File: config.mk
export PLATFORM = sky130hd
export DESIGN_NAME = cpu_mmu_ppn_seq
export DESIGN_NICKNAME = d
export VERILOG_FILES = /design/src/rtl/cpu_mmu_ppn_seq.sv
export SDC_FILE = /design/constraint.sdc
export NUM_CORES = 1
export LEC_CHECK = 0
export BUFFER_PORTS_ARGS = -buffer_cell sky130_fd_sc_hd__buf_2
export CORE_MARGIN = 8
export CORE_UTILIZATION = 40
export CTS_BUF_LIST = sky130_fd_sc_hd__clkbuf_4
export DETAILED_ROUTE_END_ITERATION = 12
export GPL_TIMING_DRIVEN = 0
export PLACE_DENSITY_LB_ADDON = 0.05
export SLEW_MARGIN = 20
export SYNTH_ARGS = -nofsm -noshare
export SYNTH_HDL_FRONTEND = slang
export SYNTH_SLANG_ARGS = --single-unit
File: constraint.sdc
create_clock -name sysclk -period 1.9 [get_ports sysclk]
set_input_delay 0.38 -clock sysclk [delete_from_list [all_inputs] [get_ports sysclk]]
set_output_delay 0.38 -clock sysclk [all_outputs]
set_load 0.01 [all_outputs]
File: src/rtl/cpu_mmu_ppn_seq.sv
// Sequences one microcode PPN command into timed transceiver enables and a RAM write strobe.
// Latency: SETUP + DRIVE_CYCLES + (writes only: WR_CYCLES + HOLD) + FIN cycles; done pulses in FIN.
// Backpressure: cmd_valid is sampled only in IDLE; requests arriving while busy are dropped, not queued.
//
// Ports:
//   sysclk, sys_rst_n        clock, asynchronous active-low reset
//   cmd_valid, cmd[1:0]      command request (00 read, 01 write both, 10 ring upper, 11 lower only)
//   PPN_25_10_IN[15:0]       PPN bus from page-table RAM, captured at the end of a read's DRIVE phase
//   EIPU_n, EIPL_n, EIPUR_n  transceiver enables (active low)
//   ESTOF_n                  transceiver direction (1 = PPN->IDB)
//   WPT_n                    page-table RAM write strobe (active low)
//   busy, done, ppn_hold     handshake and last captured PPN
module cpu_mmu_ppn_seq #(
  parameter int unsigned DRIVE_CYCLES = 1,
  parameter int unsigned WR_CYCLES    = 2
) (
  input  logic        sysclk,
  input  logic        sys_rst_n,
  input  logic        cmd_valid,
  input  logic [1:0]  cmd,
  input  logic [15:0] PPN_25_10_IN,
  output logic        EIPU_n,
  output logic        EIPL_n,
  output logic        EIPUR_n,
  output logic        ESTOF_n,
  output logic        WPT_n,
  output logic        busy,
  output logic        done,
  output logic [15:0] ppn_hold
);

  typedef enum logic [2:0] {
    S_IDLE  = 3'd0,
    S_SETUP = 3'd1,
    S_DRIVE = 3'd2,
    S_WSTB  = 3'd3,
    S_HOLD  = 3'd4,
    S_FIN   = 3'd5
  } state_t;

  localparam logic [1:0] CMD_RD   = 2'b00;
  localparam logic [1:0] CMD_RING = 2'b10;
  localparam logic [1:0] CMD_LOW  = 2'b11;

  // Down-counters hold (cycles - 1) so the phase ends when the count reaches zero.
  localparam logic [3:0] DRV_LD = 4'(DRIVE_CYCLES - 1);
  localparam logic [3:0] WR_LD  = 4'(WR_CYCLES - 1);

  state_t      state_q, state_d;
  logic [1:0]  cmd_r_q, cmd_r_d;
  logic [3:0]  cnt_q, cnt_d;
  logic [15:0] ppn_hold_q, ppn_hold_d;
  logic        eipu_n_q, eipu_n_d;
  logic        eipl_n_q, eipl_n_d;
  logic        eipur_n_q, eipur_n_d;
  logic        estof_n_q, estof_n_d;
  logic        wpt_n_q, wpt_n_d;
  logic        busy_q, busy_d;
  logic        done_q, done_d;

  // Next-state and counter logic.
  always_comb begin
    state_d    = state_q;
    cmd_r_d    = cmd_r_q;
    cnt_d      = cnt_q;
    ppn_hold_d = ppn_hold_q;

    unique case (state_q)
      S_IDLE: begin
        if (cmd_valid) begin
          cmd_r_d = cmd;
          state_d = S_SETUP;
        end
      end
      S_SETUP: begin
        state_d = S_DRIVE;
        cnt_d   = DRV_LD;
      end
      S_DRIVE: begin
        if (cnt_q == 4'd0) begin
          if (cmd_r_q == CMD_RD) begin
            // Capture on the last DRIVE edge, while the transceivers still drive the bus.
            ppn_hold_d = PPN_25_10_IN;
            state_d    = S_FIN;
          end else begin
            state_d = S_WSTB;
            cnt_d   = WR_LD;
          end
        end else begin
          cnt_d = cnt_q - 4'd1;
        end
      end
      S_WSTB: begin
        if (cnt_q == 4'd0) begin
          state_d = S_HOLD;
        end else begin
          cnt_d = cnt_q - 4'd1;
        end
      end
      S_HOLD:  state_d = S_FIN;
      S_FIN:   state_d = S_IDLE;
      default: state_d = S_IDLE;
    endcase
  end

  // Outputs are decoded from the next state and registered, so each output
  // reflects the state that is current in the same cycle, without an input-to-output path.
  always_comb begin
    eipu_n_d  = 1'b1;
    eipl_n_d  = 1'b1;
    eipur_n_d = 1'b1;
    estof_n_d = 1'b1;
    wpt_n_d   = 1'b1;
    busy_d    = (state_d != S_IDLE);
    done_d    = (state_d == S_FIN);

    // Direction is set from SETUP onwards, one cycle ahead of any enable.
    if (state_d == S_SETUP || state_d == S_DRIVE || state_d == S_WSTB || state_d == S_HOLD) begin
      estof_n_d = (cmd_r_d == CMD_RD);
    end

    // Enables stay asserted through the strobe and the hold cycle after it.
    if (state_d == S_DRIVE || state_d == S_WSTB || state_d == S_HOLD) begin
      eipu_n_d  = (cmd_r_d == CMD_LOW);
      eipl_n_d  = (cmd_r_d == CMD_RING);
      eipur_n_d = (cmd_r_d != CMD_RING);
    end

    if (state_d == S_WSTB) begin
      wpt_n_d = 1'b0;
    end
  end

  always_ff @(posedge sysclk or negedge sys_rst_n) begin
    if (!sys_rst_n) begin
      state_q    <= S_IDLE;
      cmd_r_q    <= 2'b00;
      cnt_q      <= 4'd0;
      ppn_hold_q <= 16'h0000;
      eipu_n_q   <= 1'b1;
      eipl_n_q   <= 1'b1;
      eipur_n_q  <= 1'b1;
      estof_n_q  <= 1'b1;
      wpt_n_q    <= 1'b1;
      busy_q     <= 1'b0;
      done_q     <= 1'b0;
    end else begin
      state_q    <= state_d;
      cmd_r_q    <= cmd_r_d;
      cnt_q      <= cnt_d;
      ppn_hold_q <= ppn_hold_d;
      eipu_n_q   <= eipu_n_d;
      eipl_n_q   <= eipl_n_d;
      eipur_n_q  <= eipur_n_d;
      estof_n_q  <= estof_n_d;
      wpt_n_q    <= wpt_n_d;
      busy_q     <= busy_d;
      done_q     <= done_d;
    end
  end

  assign EIPU_n   = eipu_n_q;
  assign EIPL_n   = eipl_n_q;
  assign EIPUR_n  = eipur_n_q;
  assign ESTOF_n  = estof_n_q;
  assign WPT_n    = wpt_n_q;
  assign busy     = busy_q;
  assign done     = done_q;
  assign ppn_hold = ppn_hold_q;

endmodule
==> run summary, run 1 <==
Hold WC Path Type: input pin to async pin
count of final hold-check violations: 0
maximum vdd drop: 0.000725 V
antenna diode count: 0
Mapped Cells: 108
fraction of layout cells with a size suffix above 1: 53.9%
crit start category: flop
post-synth top area cell: dfrtp_1
Pleak: 0.919 nW
Post-Route Skew: 0.00773 ns
initial core utilization: 42.1%
CTS H-tree lvls: 2
total global routing track utilization: 11.3%
final wirelength: 2890 um
global-route wire length before repair: 4860 um
TritonCTS buffer count: 5
TritonRoute pass-1 iters: 4
GRT overflow: 0
Max Cap Violations: 0
largest net degree at the start of global routing: 33
Least-Margin Pin Slew: 0.666 ns
TritonCTS clock tree: done
Max Slew Vio Count: 0
Fmax achieved: 0.528 GHz
CP Max Fanout: 5
Post-CTS Hold Buffers: 0
dpl hpwl: 2080 um
post-route ant nets: 0
# clock sinks: 32
most frequent cells in the layout: 45 x buf_2, 27 x dfrtp_1, 10 x mux2_4
Worst setup EP type: flop
Worst EP arrival: 2.11 ns
Setup-failing EPs final: 0
clock root cell: clkbuf_4
number of core rows: 21
fin nets: 189
Die ar.: 0.00570 mm2
worst hold slack: 0.0821 ns
clock buffer depth: 2
synth top area cells: dfrtp_1 48%, mux2_4 11%, dfstp_2 9.3%, mux2_2 4.8%, inv_1 2.4%
worst-skew pair later-pin latency: 0.32 ns
synthesized area per cell: 13.1 um2
drt wl/cell: 13.6 um
Mapped Nets: 131
minimum clock period: 1.89 ns
Tcrit/Tclk final: 99.7%
initial DRC count: 54
Via density: 4.85
post-synth top area share: 47.7%
Vias: 1032
Top Ports: 44
vias in the first global route: 1074
Synth-to-Final Area Change: 31.0%
CP required: 2.11 ns
antenna violations before repair: 0
CTS clk-pin slew, worst paths: 0.09 ns
flops & latches, synth: 32
Ys Warns: 0
power per cell area: 1710 mW/mm2
most common cell after layout, fill and taps aside: buf_2
status: complete, no violations
Post-route DRC: 0
sequential share of the synthesized area: 57.0%
Die Y: 75.5 um
GPL Wtd Cong: 0.785
width of the chip: 75.5 um
Core ar.: 0.00336 mm2
setup_tns: 0 ns
kind of critical path: flop to flop
synthesized area: 0.00142 mm2
RSZ-0062 raised after global routing: true
relative slew slack: 55.6%
Port Buffers: 43
Yosys cell types: 34
logic make-up (layout without fill, tap and decap cells):
family	Yosys count	count (layout)	synth area share (%)
DFF	32	32	57.0
and+or+nand+nor	24	24	11.4
muxes	18	18	16.8
AOI/OAI and AO/OA	18	18	8.30
adders and majority gates	2	2	1.77
xor gates and xnor gates	1	1	0.618
buffers and inverters	13	72	4.15
worst max-delay path, stage by stage, from the launching register on:
cell and delay (ns):
dfrtp_1 0.40, inv_2 0.10, ha_4 0.13, or3b_4 0.40, nor3_4 0.16, nand3_4 0.13, clkbuf_16 0.18, mux2_4 0.29
path summary, 6_finish.rpt:
path / start / to / slack [ns] / depth (start not counted)
worst min register to register: ppn_hold[0]$_DFFE_PN0P_ / ppn_hold[0]$_DFFE_PN0P_ / 0.51 / 1
worst min-delay path: sys_rst_n / cnt_q[0]$_DFFE_PN0P_ / 0.08 / 1
min in group sysclk: PPN_25_10_IN[4] / ppn_hold[4]$_DFFE_PN0P_ / 0.28 / 2
worst max register to register: cnt_q[0]$_DFFE_PN0P_ / ppn_hold[9]$_DFFE_PN0P_ / 0.006 / 7
worst max-delay path: cnt_q[0]$_DFFE_PN0P_ / ppn_hold[9]$_DFFE_PN0P_ / 0.006 / 7
max in group asynchronous: sys_rst_n / ppn_hold[1]$_DFFE_PN0P_ / 1.39 / 1
power breakdown:
group          switching [W]  leakage, nW  internal (W)
combinational       0.000790        0.510      0.000802
sequential          0.000169        0.376       0.00104
clock               0.000208       0.0338      0.000171
total                0.00117        0.919       0.00201
metal layers:
| metal | track usage (%) | part of all wire [%] | vias up |
|---|---|---|---|
| met5 | 0 | 0 | - |
| met4 | 5.54 | 1.6 | 0 |
| met3 | 5.13 | 9.4 | 7 |
| met2 | 17.4 | 48 | 31 |
| met1 | 13.0 | 41 | 497 |
| li1 | - | - | 497 |
area by class of cell:
class	instances	area (um2)
multi-input cells	63	574
inverters	9	33.8
well taps	46	57.6
repair buffers	51	293
plain buffers	4	33.8
flip-flops and latches	32	807
clock inverters	1	3.75
clock buffers	7	52.6
fillers	329	1510
per-stage QoR:
stage	cell area (um2)	power, W	instances	util [%]	worst slack, ns
after global placement	1690	0.00266	197	50.2	-0.133
after floorplan	1420	0.00222	108	-	0.0261
after global routing	1860	0.00346	213	55.2	-0.0663
after detailed placement	1690	0.00268	197	50.2	-0.151
final	1860	0.00318	213	55.2	0.00556
after CTS	1780	0.00312	208	52.8	0.00194
cell usage after synthesis:
cell and n:
o21ai_0 6, ha_1 2, a311o_1 1, and2b_1 1, and2_1 1, o32a_1 1
o2bb2ai_1 1, clkbuf_1 1, nor4_1 1, mux2_2 6, nand3_4 1, nand3_1 4
nor3_4 1, inv_1 9, xnor2_1 1, a21oi_1 4, nand3b_1 1, nand2b_1 1
o311ai_0 1, o21bai_1 1, mux2_4 10, dfstp_2 5, dfrtp_1 27, nor4b_1 1
o31ai_1 2, or3b_4 1, nor3b_1 2, buf_2 2, a211oi_1 1, mux2i_1 2
nand4b_1 1, nor2_1 4, nand2_1 4, buf_6 1
repair_timing:
| action | 4_1_cts | 5_1_grt |
|---|---|---|
| pin swaps | 1 | 0 |
| hold endpoints to repair | 0 | 0 |
| setup endpoints to repair | 15 | 22 |
| gates cloned | 0 | 1 |
| setup buffers | 3 | 4 |
| resized for setup | 3 | 5 |
state kept, by name, summed over array words and instances, names as in the netlist, 2 cells and up:
signal and count:
state_q 3, ppn_hold 16, cmd_r_q 2, cnt_q 4
(Power assumes the default switching activity.)
==> run 2: changes to the inputs <==
Settings changed: GPL_TIMING_DRIVEN 0 to not set.
==> run 2 against run 1 <==
Routed wire length up 3.4%. Sequential share of layout area up 0.47 points. Sequential cell count unchanged. Cell count down 0.47%. Sequential power about the same. Core utilization down 0.60 points. Critical endpoint is now ppn_hold[10]$_DFFE_PN0P_.
==> run summary, run 2 (same netlist as run 1, synthesis figures left out) <==
crit path launch: cnt_q[1]$_DFFE_PN0P_
fraction of layout cells with a size suffix above 1: 53.0% (-0.88 points)
initial core utilization: 42.1% (unchanged)
flop2flop setup slack: 0.01 ns (about the same)
clock root cell: clkbuf_4
Fmax achieved: 0.529 GHz (+0.28%)
CP required: 2.12 ns (about the same)
fillers: 345 (+4.9%)
switch share: 37.4% (+0.72 points)
global-route wire length before repair: 5020 um (+3.3%)
final core occ: 54.6% (-0.60 points)
power per cell area: 1720 mW/mm2 (+0.66%)
Hold WC Path Type: input pin to async pin
Critical R2R Launch: cnt_q[1]$_DFFE_PN0P_
CTS clk-pin slew, worst paths: 0.10 ns (about the same)
max reg flops: 16 (unchanged)
Core ar.: 0.00336 mm2 (unchanged)
most frequent cells in the layout: 43 x buf_2, 27 x dfrtp_1, 10 x mux2_4
TritonRoute pass-1 iters: 4 (unchanged)
Post-route DRC: 0 (unchanged)
antenna diode count: 0 (unchanged)
Pleak: 0.912 nW (-0.80%)
Post-Route Skew: 0.0103 ns (+0.00261 ns)
Max Cap Violations: 0 (unchanged)
Die Y: 75.5 um (unchanged)
worst hold slack: 0.0702 ns (-0.0119 ns)
Top Ports: 44 (unchanged)
fin nets: 188 (-0.53%)
TritonCTS buffer count: 5 (unchanged)
initial DRC count: 26 (-52%)
clock buffer depth: 2 (unchanged)
Reg-to-Reg End: ppn_hold[10]$_DFFE_PN0P_
post-route ant nets: 0 (unchanged)
minimum clock period: 1.89 ns (-0.00529 ns)
crit start category: flop
CTS H-tree lvls: 2 (unchanged)
RSZ-0062 raised after global routing: true
clock share of power: 11.4% (-0.5 points)
dpl hpwl: 2270 um (+9.3%)
# clock sinks: 32 (unchanged)
largest net degree at the start of global routing: 33 (unchanged)
Port Buffers: 43 (unchanged)
Post-CTS Hold Buffers: 0 (unchanged)
Max Slew Vio Count: 0 (unchanged)
Synth-to-Final Area Change: 29.6%
GPL Wtd Cong: 0.794 (+1.2%)
Int Pwr: 0.00198 W (-1.5%)
GRT overflow: 0 (unchanged)
worst-skew pair later-pin latency: 0.33 ns (about the same)
total global routing track utilization: 11.6% (+0.34 points)
final wirelength: 2990 um (+3.4%)
Via density: 4.82 (-0.60%)
most common cell after layout, fill and taps aside: buf_2
Worst EP arrival: 2.11 ns (about the same)
maximum vdd drop: 0.000873 V (+20%)
Worst setup EP type: flop
number of core rows: 21 (unchanged)
width of the chip: 75.5 um (unchanged)
count of final hold-check violations: 0 (unchanged)
CP Max Fanout: 8 (+3)
vias in the first global route: 1078 (+0.37%)
antenna violations before repair: 0 (unchanged)
Die ar.: 0.00570 mm2 (unchanged)
Vias: 1021 (-1.1%)
Least-Margin Pin Slew: 0.668 ns (+0.00204 ns)
TritonCTS clock tree: done
sw power: 0.00118 W (+1.5%)
combinational power share: 50.1% (about the same)
FF-to-FF path depth: 7 (unchanged)
drt wl/cell: 14.1 um (+3.9%)
status: complete, no violations
relative slew slack: 55.5% (-0.14 points)
kind of critical path: flop to flop
Tcrit/Tclk final: 99.4% (-0.28 points)
Setup-failing EPs final: 0 (unchanged)
sequential share of power: 38.5% (+0.5 points)
-- run 2: cell count changes in the layout (fill, tap and decap cells not counted), sizes merged --
cell	delta
clkbuf	-4
buf	+1
clkinv	+2
-- run 2: power by group through the flow --
stage / combinational (W) / clock, W / sequential, W
2_1_floorplan: 0.000891 / 0 / 0.00133
3_3_place_gp: 0.00152 / 0 / 0.00122
3_5_place_dp: 0.00153 / 0 / 0.00124
4_1_cts: 0.00158 / 0.000377 / 0.00122
5_1_grt: 0.00175 / 0.000409 / 0.00126
6_report: 0.00158 / 0.000362 / 0.00122
-- run 2: worst max-delay path by stage --
stage                                to  slack, ns  cells after the start
2_1_floorplan  ppn_hold[10]$_DFFE_PN0P_       0.03                      7
3_3_place_gp    ppn_hold[9]$_DFFE_PN0P_      -0.02                      6
3_5_place_dp   ppn_hold[10]$_DFFE_PN0P_      -0.09                      6
4_1_cts        ppn_hold[10]$_DFFE_PN0P_       0.01                      7
5_1_grt        ppn_hold[10]$_DFFE_PN0P_      -0.06                      7
6_report       ppn_hold[10]$_DFFE_PN0P_       0.01                      7
-- run 2: through the flow --
stage               cells  setup WS, ns  TNS (ns)  area (um2)  power, W
global route          212       -0.0593    -0.693        1840   0.00343
CTS                   211       0.00960         0        1820   0.00318
floorplan             108        0.0261         0        1420   0.00222
finish                212        0.0108         0        1840   0.00316
detailed placement    200       -0.0916     -1.20        1720   0.00277
global placement      200       -0.0192    -0.188        1720   0.00275
-- run 2: timing repair --
| item | 4_1_cts | 5_1_grt |
|---|---|---|
| resized for setup | 0 | 4 |
| buffers inserted | 3 | 1 |
| pin swaps | 0 | 2 |
| endpoints found under the setup margin | 16 | 17 |
-- run 2: critical path, cell delays in order (launching register included) --
cell and delay [ns]:
dfrtp_1 0.40, inv_2 0.09, ha_4 0.12, or3b_4 0.39, nor3_4 0.20, nand3_4 0.12, buf_12 0.16, mux2_4 0.30
-- run 2: layout make-up --
class                           instances  area [um2]  area share (%)
Clock inverter                          3        13.8           0.750
Multi-Input combinational cell         63         563            30.7
Inverter                                9        33.8            1.84
Tap cell                               46        57.6            3.14
Sequential cell                        32         807            44.0
Timing Repair Buffer                   54         323            17.6
Clock buffer                            5        37.5            2.04
-- run 2: metal layers --
| layer | track usage [%] | wire, um | up-vias | part of all wire [%] |
|---|---|---|---|---|
| met5 | 0 | 0 | - | 0 |
| met4 | 4.48 | 51 | 0 | 1.7 |
| met3 | 5.00 | 253 | 5 | 8.5 |
| met2 | 19.6 | 1430 | 25 | 48 |
| met1 | 12.7 | 1260 | 497 | 42 |
| li1 | - | - | 494 | - |
